[config.mk]
export PLATFORM = sky130hd
export DESIGN_NAME = imm_byte_sequencer_flat
export DESIGN_NICKNAME = d
export VERILOG_FILES = /design/src/rtl/imm_byte_sequencer_if.sv /design/src/rtl/imm_byte_sequencer.sv /design/src/flat_wrapper.sv
export SDC_FILE = /design/constraint.sdc
export NUM_CORES = 1
export LEC_CHECK = 0
export CORE_AREA = 2 2 60 62
export CTS_BUF_LIST = sky130_fd_sc_hd__clkbuf_2
export CTS_CLUSTER_SIZE = 24
export DETAILED_ROUTE_END_ITERATION = 6
export DIE_AREA = 0 0 62 64
export PLACE_DENSITY = 0.79
export SLEW_MARGIN = 40
export SYNTH_ARGS = -nofsm -noshare
export SYNTH_HDL_FRONTEND = slang
export SYNTH_SLANG_ARGS = --single-unit
[constraint.sdc]
create_clock -name clk -period 2.1 [get_ports clk]
set_input_delay 0.63 -clock clk [delete_from_list [all_inputs] [get_ports clk]]
set_output_delay 0.63 -clock clk [all_outputs]
set_load 0.005 [all_outputs]
[src/rtl/imm_byte_sequencer_if.sv]
//----------------------------------------------------------------------------
// Module   : imm_byte_sequencer_if
// Brief    : Byte-stream input and assembled-word output bundle of the
//            immediate byte sequencer.
// Revision : 1.0
//----------------------------------------------------------------------------
`default_nettype none

interface imm_byte_sequencer_if #(
  parameter int CNT_W = 8
);
  logic [7:0]       byte_in;
  logic             byte_valid;
  logic             byte_ready;
  logic [1:0]       mode;
  logic             flush;
  logic [15:0]      word_out;
  logic             word_valid;
  logic             word_ready;
  logic             busy;
  logic             timeout_err;
  logic [CNT_W-1:0] words_done;

  // Fetch / register-write side.
  modport master (
    output byte_in, byte_valid, mode, flush, word_ready,
    input  byte_ready, word_out, word_valid, busy, timeout_err, words_done
  );

  // Sequencer side.
  modport slave (
    input  byte_in, byte_valid, mode, flush, word_ready,
    output byte_ready, word_out, word_valid, busy, timeout_err, words_done
  );
endinterface

`default_nettype wire

[src/rtl/imm_byte_sequencer.sv]
//----------------------------------------------------------------------------
// Module   : imm_byte_sequencer
// Brief    : Assembles one 16-bit immediate per instruction from an 8-bit
//            byte stream and hands it to register write over valid/ready.
// Revision : 1.0
//----------------------------------------------------------------------------
`default_nettype none

module imm_byte_sequencer #(
  parameter int CNT_W   = 8,
  parameter int TIMEOUT = 16
) (
  input  wire logic           clk,
  input  wire logic           reset_n,
  imm_byte_sequencer_if.slave bus
);

  localparam int TW = (TIMEOUT > 1) ? $clog2(TIMEOUT) : 1;
  localparam logic [TW-1:0] c_TLAST = (TIMEOUT > 0) ? TW'(TIMEOUT - 1) : '0;

  localparam logic [1:0] c_MODE_FULL  = 2'b00;
  localparam logic [1:0] c_MODE_UPPER = 2'b01;
  localparam logic [1:0] c_MODE_SEXT  = 2'b10;
  localparam logic [1:0] c_MODE_ZEXT  = 2'b11;

  typedef enum logic [1:0] {
    S_IDLE    = 2'd0,
    S_WAIT_LO = 2'd1,
    S_OUT     = 2'd2
  } state_t;

  state_t           r_state;
  logic [1:0]       r_mode;
  logic [15:0]      r_word;
  logic             r_word_valid;
  logic             r_busy;
  logic             r_terr;
  logic [CNT_W-1:0] r_done;
  logic [TW-1:0]    r_tcnt;

  logic             w_byte_ready;
  logic             w_byte_xfer;
  logic [15:0]      w_first_word;
  logic [7:0]       w_lo_merge;

  assign w_byte_ready = (r_state != S_OUT) && !bus.flush;
  assign w_byte_xfer  = w_byte_ready && bus.byte_valid;

  // Word image produced by the first byte of any mode; FULL parks b0 high.
  always_comb begin
    w_first_word = {bus.byte_in, 8'h00};
    case (bus.mode)
      c_MODE_FULL:  w_first_word = {bus.byte_in, 8'h00};
      c_MODE_UPPER: w_first_word = {bus.byte_in, 8'h00};
      c_MODE_SEXT:  w_first_word = {{8{bus.byte_in[7]}}, bus.byte_in};
      c_MODE_ZEXT:  w_first_word = {8'h00, bus.byte_in};
      default:      w_first_word = {bus.byte_in, 8'h00};
    endcase
  end

  // The partial low byte is always zero in WAIT_LO, so the OR is a plain merge.
  assign w_lo_merge = (r_mode == c_MODE_FULL) ? (r_word[7:0] | bus.byte_in) : r_word[7:0];

  always_ff @(posedge clk) begin
    if (!reset_n) begin
      r_state      <= S_IDLE;
      r_mode       <= c_MODE_FULL;
      r_word       <= 16'h0000;
      r_word_valid <= 1'b0;
      r_busy       <= 1'b0;
      r_terr       <= 1'b0;
      r_done       <= '0;
      r_tcnt       <= '0;
    end else begin
      r_terr <= 1'b0;
      if (bus.flush) begin
        r_state      <= S_IDLE;
        r_word_valid <= 1'b0;
        r_busy       <= 1'b0;
      end else begin
        case (r_state)
          S_IDLE: begin
            if (w_byte_xfer) begin
              r_mode <= bus.mode;
              r_word <= w_first_word;
              r_busy <= 1'b1;
              if (bus.mode == c_MODE_FULL) begin
                r_tcnt  <= '0;
                r_state <= S_WAIT_LO;
              end else begin
                r_word_valid <= 1'b1;
                r_state      <= S_OUT;
              end
            end
          end
          S_WAIT_LO: begin
            if (w_byte_xfer) begin
              r_word[7:0]  <= w_lo_merge;
              r_word_valid <= 1'b1;
              r_state      <= S_OUT;
            end else if ((TIMEOUT != 0) && (r_tcnt == c_TLAST)) begin
              r_state <= S_IDLE;
              r_busy  <= 1'b0;
              r_terr  <= 1'b1;
            end else begin
              r_tcnt <= r_tcnt + 1'b1;
            end
          end
          S_OUT: begin
            if (bus.word_ready) begin
              r_word_valid <= 1'b0;
              r_busy       <= 1'b0;
              r_done       <= r_done + 1'b1;
              r_state      <= S_IDLE;
            end
          end
          default: begin
            r_state      <= S_IDLE;
            r_word_valid <= 1'b0;
            r_busy       <= 1'b0;
          end
        endcase
      end
    end
  end

  assign bus.byte_ready  = w_byte_ready;
  assign bus.word_out    = r_word;
  assign bus.word_valid  = r_word_valid;
  assign bus.busy        = r_busy;
  assign bus.timeout_err = r_terr;
  assign bus.words_done  = r_done;

endmodule

`default_nettype wire

[src/flat_wrapper.sv]
// flat-port wrapper written by rule: the top's interface ports become plain ports
module imm_byte_sequencer_flat 
#(
  parameter int CNT_W   = 8,
  parameter int TIMEOUT = 16
)
  (clk, reset_n, bus_byte_in, bus_byte_valid, bus_mode, bus_flush, bus_word_ready, bus_byte_ready, bus_word_out, bus_word_valid, bus_busy, bus_timeout_err, bus_words_done);
  imm_byte_sequencer_if #(.CNT_W(CNT_W)) bus_i ();
  input  wire logic clk;
  input  wire logic reset_n;
  input wire logic [$bits(bus_i.byte_in)-1:0] bus_byte_in;
  input wire logic [$bits(bus_i.byte_valid)-1:0] bus_byte_valid;
  input wire logic [$bits(bus_i.mode)-1:0] bus_mode;
  input wire logic [$bits(bus_i.flush)-1:0] bus_flush;
  input wire logic [$bits(bus_i.word_ready)-1:0] bus_word_ready;
  output wire logic [$bits(bus_i.byte_ready)-1:0] bus_byte_ready;
  output wire logic [$bits(bus_i.word_out)-1:0] bus_word_out;
  output wire logic [$bits(bus_i.word_valid)-1:0] bus_word_valid;
  output wire logic [$bits(bus_i.busy)-1:0] bus_busy;
  output wire logic [$bits(bus_i.timeout_err)-1:0] bus_timeout_err;
  output wire logic [$bits(bus_i.words_done)-1:0] bus_words_done;
  assign bus_i.byte_in = bus_byte_in;
  assign bus_i.byte_valid = bus_byte_valid;
  assign bus_i.mode = bus_mode;
  assign bus_i.flush = bus_flush;
  assign bus_i.word_ready = bus_word_ready;
  assign bus_byte_ready = bus_i.byte_ready;
  assign bus_word_out = bus_i.word_out;
  assign bus_word_valid = bus_i.word_valid;
  assign bus_busy = bus_i.busy;
  assign bus_timeout_err = bus_i.timeout_err;
  assign bus_words_done = bus_i.words_done;
  imm_byte_sequencer #(.CNT_W(CNT_W), .TIMEOUT(TIMEOUT)) u_core (.clk(clk), .reset_n(reset_n), .bus(bus_i));
endmodule
Word level (Yosys, flattened, before mapping)
Index checks and enable logic that the tools add are counted.
Widths: inputs -> output; s select.

word-level totals
  register bits = 35
  input bits = 15
  word-level logic and storage cells = 74

cells by class
  reduce and logical (&&, ||, !) cells = 17
  muxes and demuxes = 25
  equality and inequality tests = 17
  add/sub/neg operators = 2
  bitwise operators = 4

operators by type and width
  kind                 number
  $pmux 16 s3          1
  $mux 8               3
  $mux 4               4
  $pmux 8 s2           1
  $mux 2               5
  $ne 2x1->1 const B   5
  $ne 2x2->1 const B   5
  $reduce_and 3->1     3
  $add 8x1->8 const B  1
  $or 8x8->8           1
  $pmux 4 s2           1
  $reduce_and 4->1     2
  $mux 1               7
  $eq 2x2->1 const B   3
  $logic_not 2->1      3
  $pmux 1 s3           2
  $pmux 2 s3           1
  $reduce_and 6->1     1
  $reduce_and 5->1     1
  $add 4x1->4 const B  1
  $eq 2x1->1 const B   2
  $eq 4x4->1 const B   1
  $reduce_or 2->1      2
  $reduce_or 4->1      1
  other kinds (5)      8

Depth between registers and ports, before layout
  depth after elaboration = 5
  depth in mapped cells = 5
  mapped depth without buffers = 4

Worst setup path before layout
No wires, ideal clock.

  kind = input to register
  start = input port bus_flush
  end = register u_core.r_done[3] (netlist: u_core.bus.words_done[3])
  slack = 0.429 ns
  library setup time = 0.072 ns
  stages = 5
  data required time = 2.028 ns
  data arrival time = 1.599 ns
  buffers on the path = 2
  cell sequence = buf_6 nand4bb_4 buf_4 or3_1 a21oi_1

on the way
  cells in the longest elaborated chain, start to end = 2

RTL lines
  item                               line                       source
  from (decl)                        flat_wrapper.sv:14         input wire logic [$bits(bus_i.flush)-1:0] bus_flush;
  $not 1->1 (no source line)         --
  $reduce_and 3->1 (no source line)  --
  to (signal assigned)               imm_byte_sequencer.sv:113  r_done <= r_done + 1'b1;
  to (decl)                          imm_byte_sequencer.sv:38   logic [CNT_W-1:0] r_done;

Every way passes these cells.
A chain may end at the register's enable or synchronous reset.

Final worst setup path
  start = register u_core.r_done[3] (netlist: u_core.bus.words_done[3])
  end = output port bus_words_done[3]

RTL lines
  item       line                source
  to (decl)  flat_wrapper.sv:21  output wire logic [$bits(bus_i.words_done)-1:0] bus_words_done;

No word-level cell between the ends.

==> results.json <==
{
  "worst_r2r_path_depth": 4,
  "synth-compound-area-share": 0.2186,
  "setup_viol": 0,
  "clock_tree_from_tritoncts": "yes",
  "cts.sink_count": 35,
  "grt_pass1_vias": 1587,
  "port_buffers": 42,
  "yosys_warnings": 0,
  "cts-htree-levels": 2,
  "r2r_end": "u_core.bus.words_done[5]",
  "core-area_sq_um": 3284,
  "clock_insertion_delay_worst_skew_ns": 0.37,
  "number_of_nets_in_the_final_layout": 256,
  "simple_gate_area_share_of_the_yosys_netlist": 0.2642,
  "path_clk_slew_ns": 0.17,
  "muxShareOfSynthArea": 0.01258,
  "final-max-slew-violation-count": 0,
  "synth_top_family_by_area": "simple AND/OR/NAND/NOR gates",
  "vdd_ir_drop_max_mv": 0.3901,
  "placement_rows": 21,
  "synth.top_cell.area_share": 0.4403,
  "io_pins": 43,
  "family_of_cells_with_the_greatest_summed_delay_on_the_critical_path": "buffers and inverters",
  "synth.top_cells.by_area": "dfxtp_1 (44%), a21oi_1 (8.2%), nand2_1 (4.2%)",
  "drt.antenna.violating_nets": 0,
  "antenna_diode_count": 0,
  "critical_path_required_ns": 1.47,
  "holdCritStartpoint": "u_core.bus.word_valid",
  "r2r_setup_slack_ns": 0.52,
  "yosys.area_share.adder": 0.01572,
  "worst_setup_path_end_kind": "output port",
  "synth-seq-area-share": 0.4403,
  "drive_above_1_share": 0.1218,
  "period_share": 0.9562,
  "synth-seq-cells": 35,
  "crit_path_max_incr_delay_ns": 0.54,
  "dp_slack_ns": -0.2545,
  "number_of_enable_type_register_cells_in_the_synthesized_netlist": 0,
  "mappedNetlistArea_sq_um": 1592,
  "wirelength_um": 4115,
  "final.min_clock_period_ns": 2.008,
  "whs_endpoint": "u_core.bus.word_valid",
  "cts-root-to-sink-buffers": 2,
  "critical_path_arrival_ns": 1.38,
  "achievable-frequency_ghz": 0.4980,
  "critical_path.startpoint_type": "flop",
  "globalRoute.totalOverflow": 0,
  "synth.net_count": 199,
  "yosysTopAreaCell": "dfxtp_1",
  "fp.dieW_um": 62,
  "cts.root.buffer_cell": "clkbuf_2",
  "max_cap_viol_count": 0,
  "timing.critical_path.buf_inv": 1,
  "start_util": 0.4846,
  "rsz0062_at_grt": "no",
  "worstSetupPathType": "flop to output port",
  "r2r-start": "u_core.r_state[1]",
  "finalCoreUtilization": 0.6693,
  "drt-pass1-iter-count": 4,
  "worstMarginPinSlew_ns": 0.6658,
  "grt_max_degree": 20,
  "grt_pass1_wl_um": 6734,
  "synthXorXnorAreaFrac": 0.005503,
  "worstPathCellList": "clkdlybuf4s50_1",
  "route.vias.total": 1604,
  "route.detailed.drc": 0,
  "design.die.area_sq_um": 3968,
  "max_slew_margin": 0.5532,
  "global_route.usage.total": 0.2228,
  "wl_per_cell_um": 14.49,
  "timing_hold_violations_final": 0,
  "die_height_um": 64,
  "netlist-cell-type-count": 39,
  "p_per_area_nw_per_um2": 532.0,
  "leakage_nw": 0.7714,
  "worst_hold_slack_ns": 0.4645,
  "via_per_inst": 5.648,
  "hpwlAfterDp_um": 3039,
  "initialDrtViolationCount": 91,
  "most_frequently_used_flop_master_after_synthesis": "dfxtp_1",
  "syn_to_final_growth_pct": 38.13,
  "design_power_total_mw": 1.169,
  "avgSynthCellArea_sq_um": 8.745,
  "cts_inserted_buffers": 5,
  "worstHoldPathCells": 2,
  "async_reset_ff_frac": 0,
  "antenna_found_initial": 0,
  "run_status": "finished, final reports clean",
  "synthesis.instances": 182,
  "placer_congestion_estimate": 0.7097,
  "crit_path_top_delay_cell": "clkdlybuf4s50_1",
  "timing.critical_path.fanout_max": 7,
  "postLayoutSetupSlackWorst_ns": 0.09191,
  "fin_skew_ns": 0.01476,
  "timing.hold.worst.class": "flop to flop"
}
-- Yosys cell counts, types with 2 or more instances --
| cell | number |
|---|---|
| a211oi_1 | 2 |
| a21oi_1 | 26 |
| a31oi_1 | 8 |
| buf_2 | 4 |
| clkbuf_1 | 4 |
| dfxtp_1 | 35 |
| ha_1 | 2 |
| inv_1 | 3 |
| mux2i_1 | 2 |
| nand2_1 | 18 |
| nand2b_1 | 10 |
| nand3_1 | 5 |
| nand4b_1 | 2 |
| nor2_1 | 5 |
| nor2b_1 | 3 |
| nor3_1 | 7 |
| o211ai_1 | 2 |
| o21ai_0 | 12 |
| o31ai_1 | 4 |
| or3_1 | 3 |
| or4_1 | 7 |
-- layer usage --
| metal | global-route usage | vias up | wire length, um |
|---|---|---|---|
| met5 | 0 | - | 0 |
| met4 | 0.09840 | 0 | 61 |
| met3 | 0.05870 | 8 | 205 |
| met2 | 0.3711 | 56 | 2100 |
| met1 | 0.2582 | 749 | 1747 |
| li1 | - | 791 | - |
-- area by class of cell --
class	instances	area, sq um
Clock buffer	6	30.03
Fill cell	268	1086
Inverter	4	15.01
Multi-Input combinational cell	133	825.8
Sequential cell	35	700.7
Tap cell	46	57.56
Timing Repair Buffer	60	569.3
-- repair_timing --
| item | 4_1_cts | 5_1_grt |
|---|---|---|
| hold buffers | 0 | 0 |
| gates resized for setup | 1 | 2 |
| setup buffers | 0 | 0 |
| endpoints found under the setup margin | 1 | 1 |
-- layout by cell type, fill, tap and decap left out, drive strengths merged, types with 2 or more instances in the layout --
cell	netlist	layout
or3	3	3
inv	3	3
nand3	5	5
ha	2	2
clkdlybuf4s50	0	40
nor3	7	7
o31ai	4	4
buf	6	18
or4	7	7
nor2	5	5
mux2i	2	2
nand4b	2	2
o211ai	2	2
a31oi	8	8
a211oi	2	2
a21oi	26	26
nand2b	11	11
o21ai	13	13
nor2b	3	3
clkbuf	4	6
nand2	18	18
dfxtp	35	35
-- flip-flops by register name, indices dropped and copies added, names as in the netlist --
| register | count |
|---|---|
| u_core.bus.timeout_err | 1 |
| u_core.bus.busy | 1 |
| u_core.r_mode | 2 |
| u_core.bus.words_done | 8 |
| u_core.r_tcnt | 4 |
| u_core.bus.word_out | 16 |
| u_core.r_state | 2 |
| u_core.bus.word_valid | 1 |
-- where the power goes --
part,internal [mW],switching (mW)
clock network,0.0753,0.206
logic,0.107,0.0833
registers,0.686,0.0124
total,0.868,0.302
-- cell families (layout without fill, tap and decap cells) --
| family | Yosys count | after routing |
|---|---|---|
| multiplexers | 2 | 2 |
| buffers and inverters | 14 | 70 |
| adder cells (fa/ha/maj) | 2 | 2 |
| AND/OR/NAND/NOR | 68 | 68 |
| flip-flops | 35 | 35 |
| XOR/XNOR | 1 | 1 |
| AO/OA/AOI/OAI | 60 | 60 |
-- how the worst max path moves through the flow --
stage,from,to,slack [ns],cells after the start
after floorplan,bus_flush,u_core.bus.words_done[3],0.43,5
after global placement,bus_flush,bus_byte_ready,-0.27,3
after detailed placement,bus_flush,bus_byte_ready,-0.25,3
after CTS,bus_flush,bus_byte_ready,0.004,3
after global routing,u_core.bus.words_done[3],bus_words_done[3],0.02,1
final,u_core.bus.words_done[3],bus_words_done[3],0.09,1
-- stage by stage --
step | instances | TNS, ns | area, sq um
floorplan | 182 | 0 | 1592
global route | 284 | 0 | 2198
global placement | 278 | -1.669 | 2163
finish | 284 | 0 | 2198
detailed placement | 278 | -2.079 | 2163
CTS | 284 | 0 | 2192
Note: power is estimated with default switching activity, not from simulation.
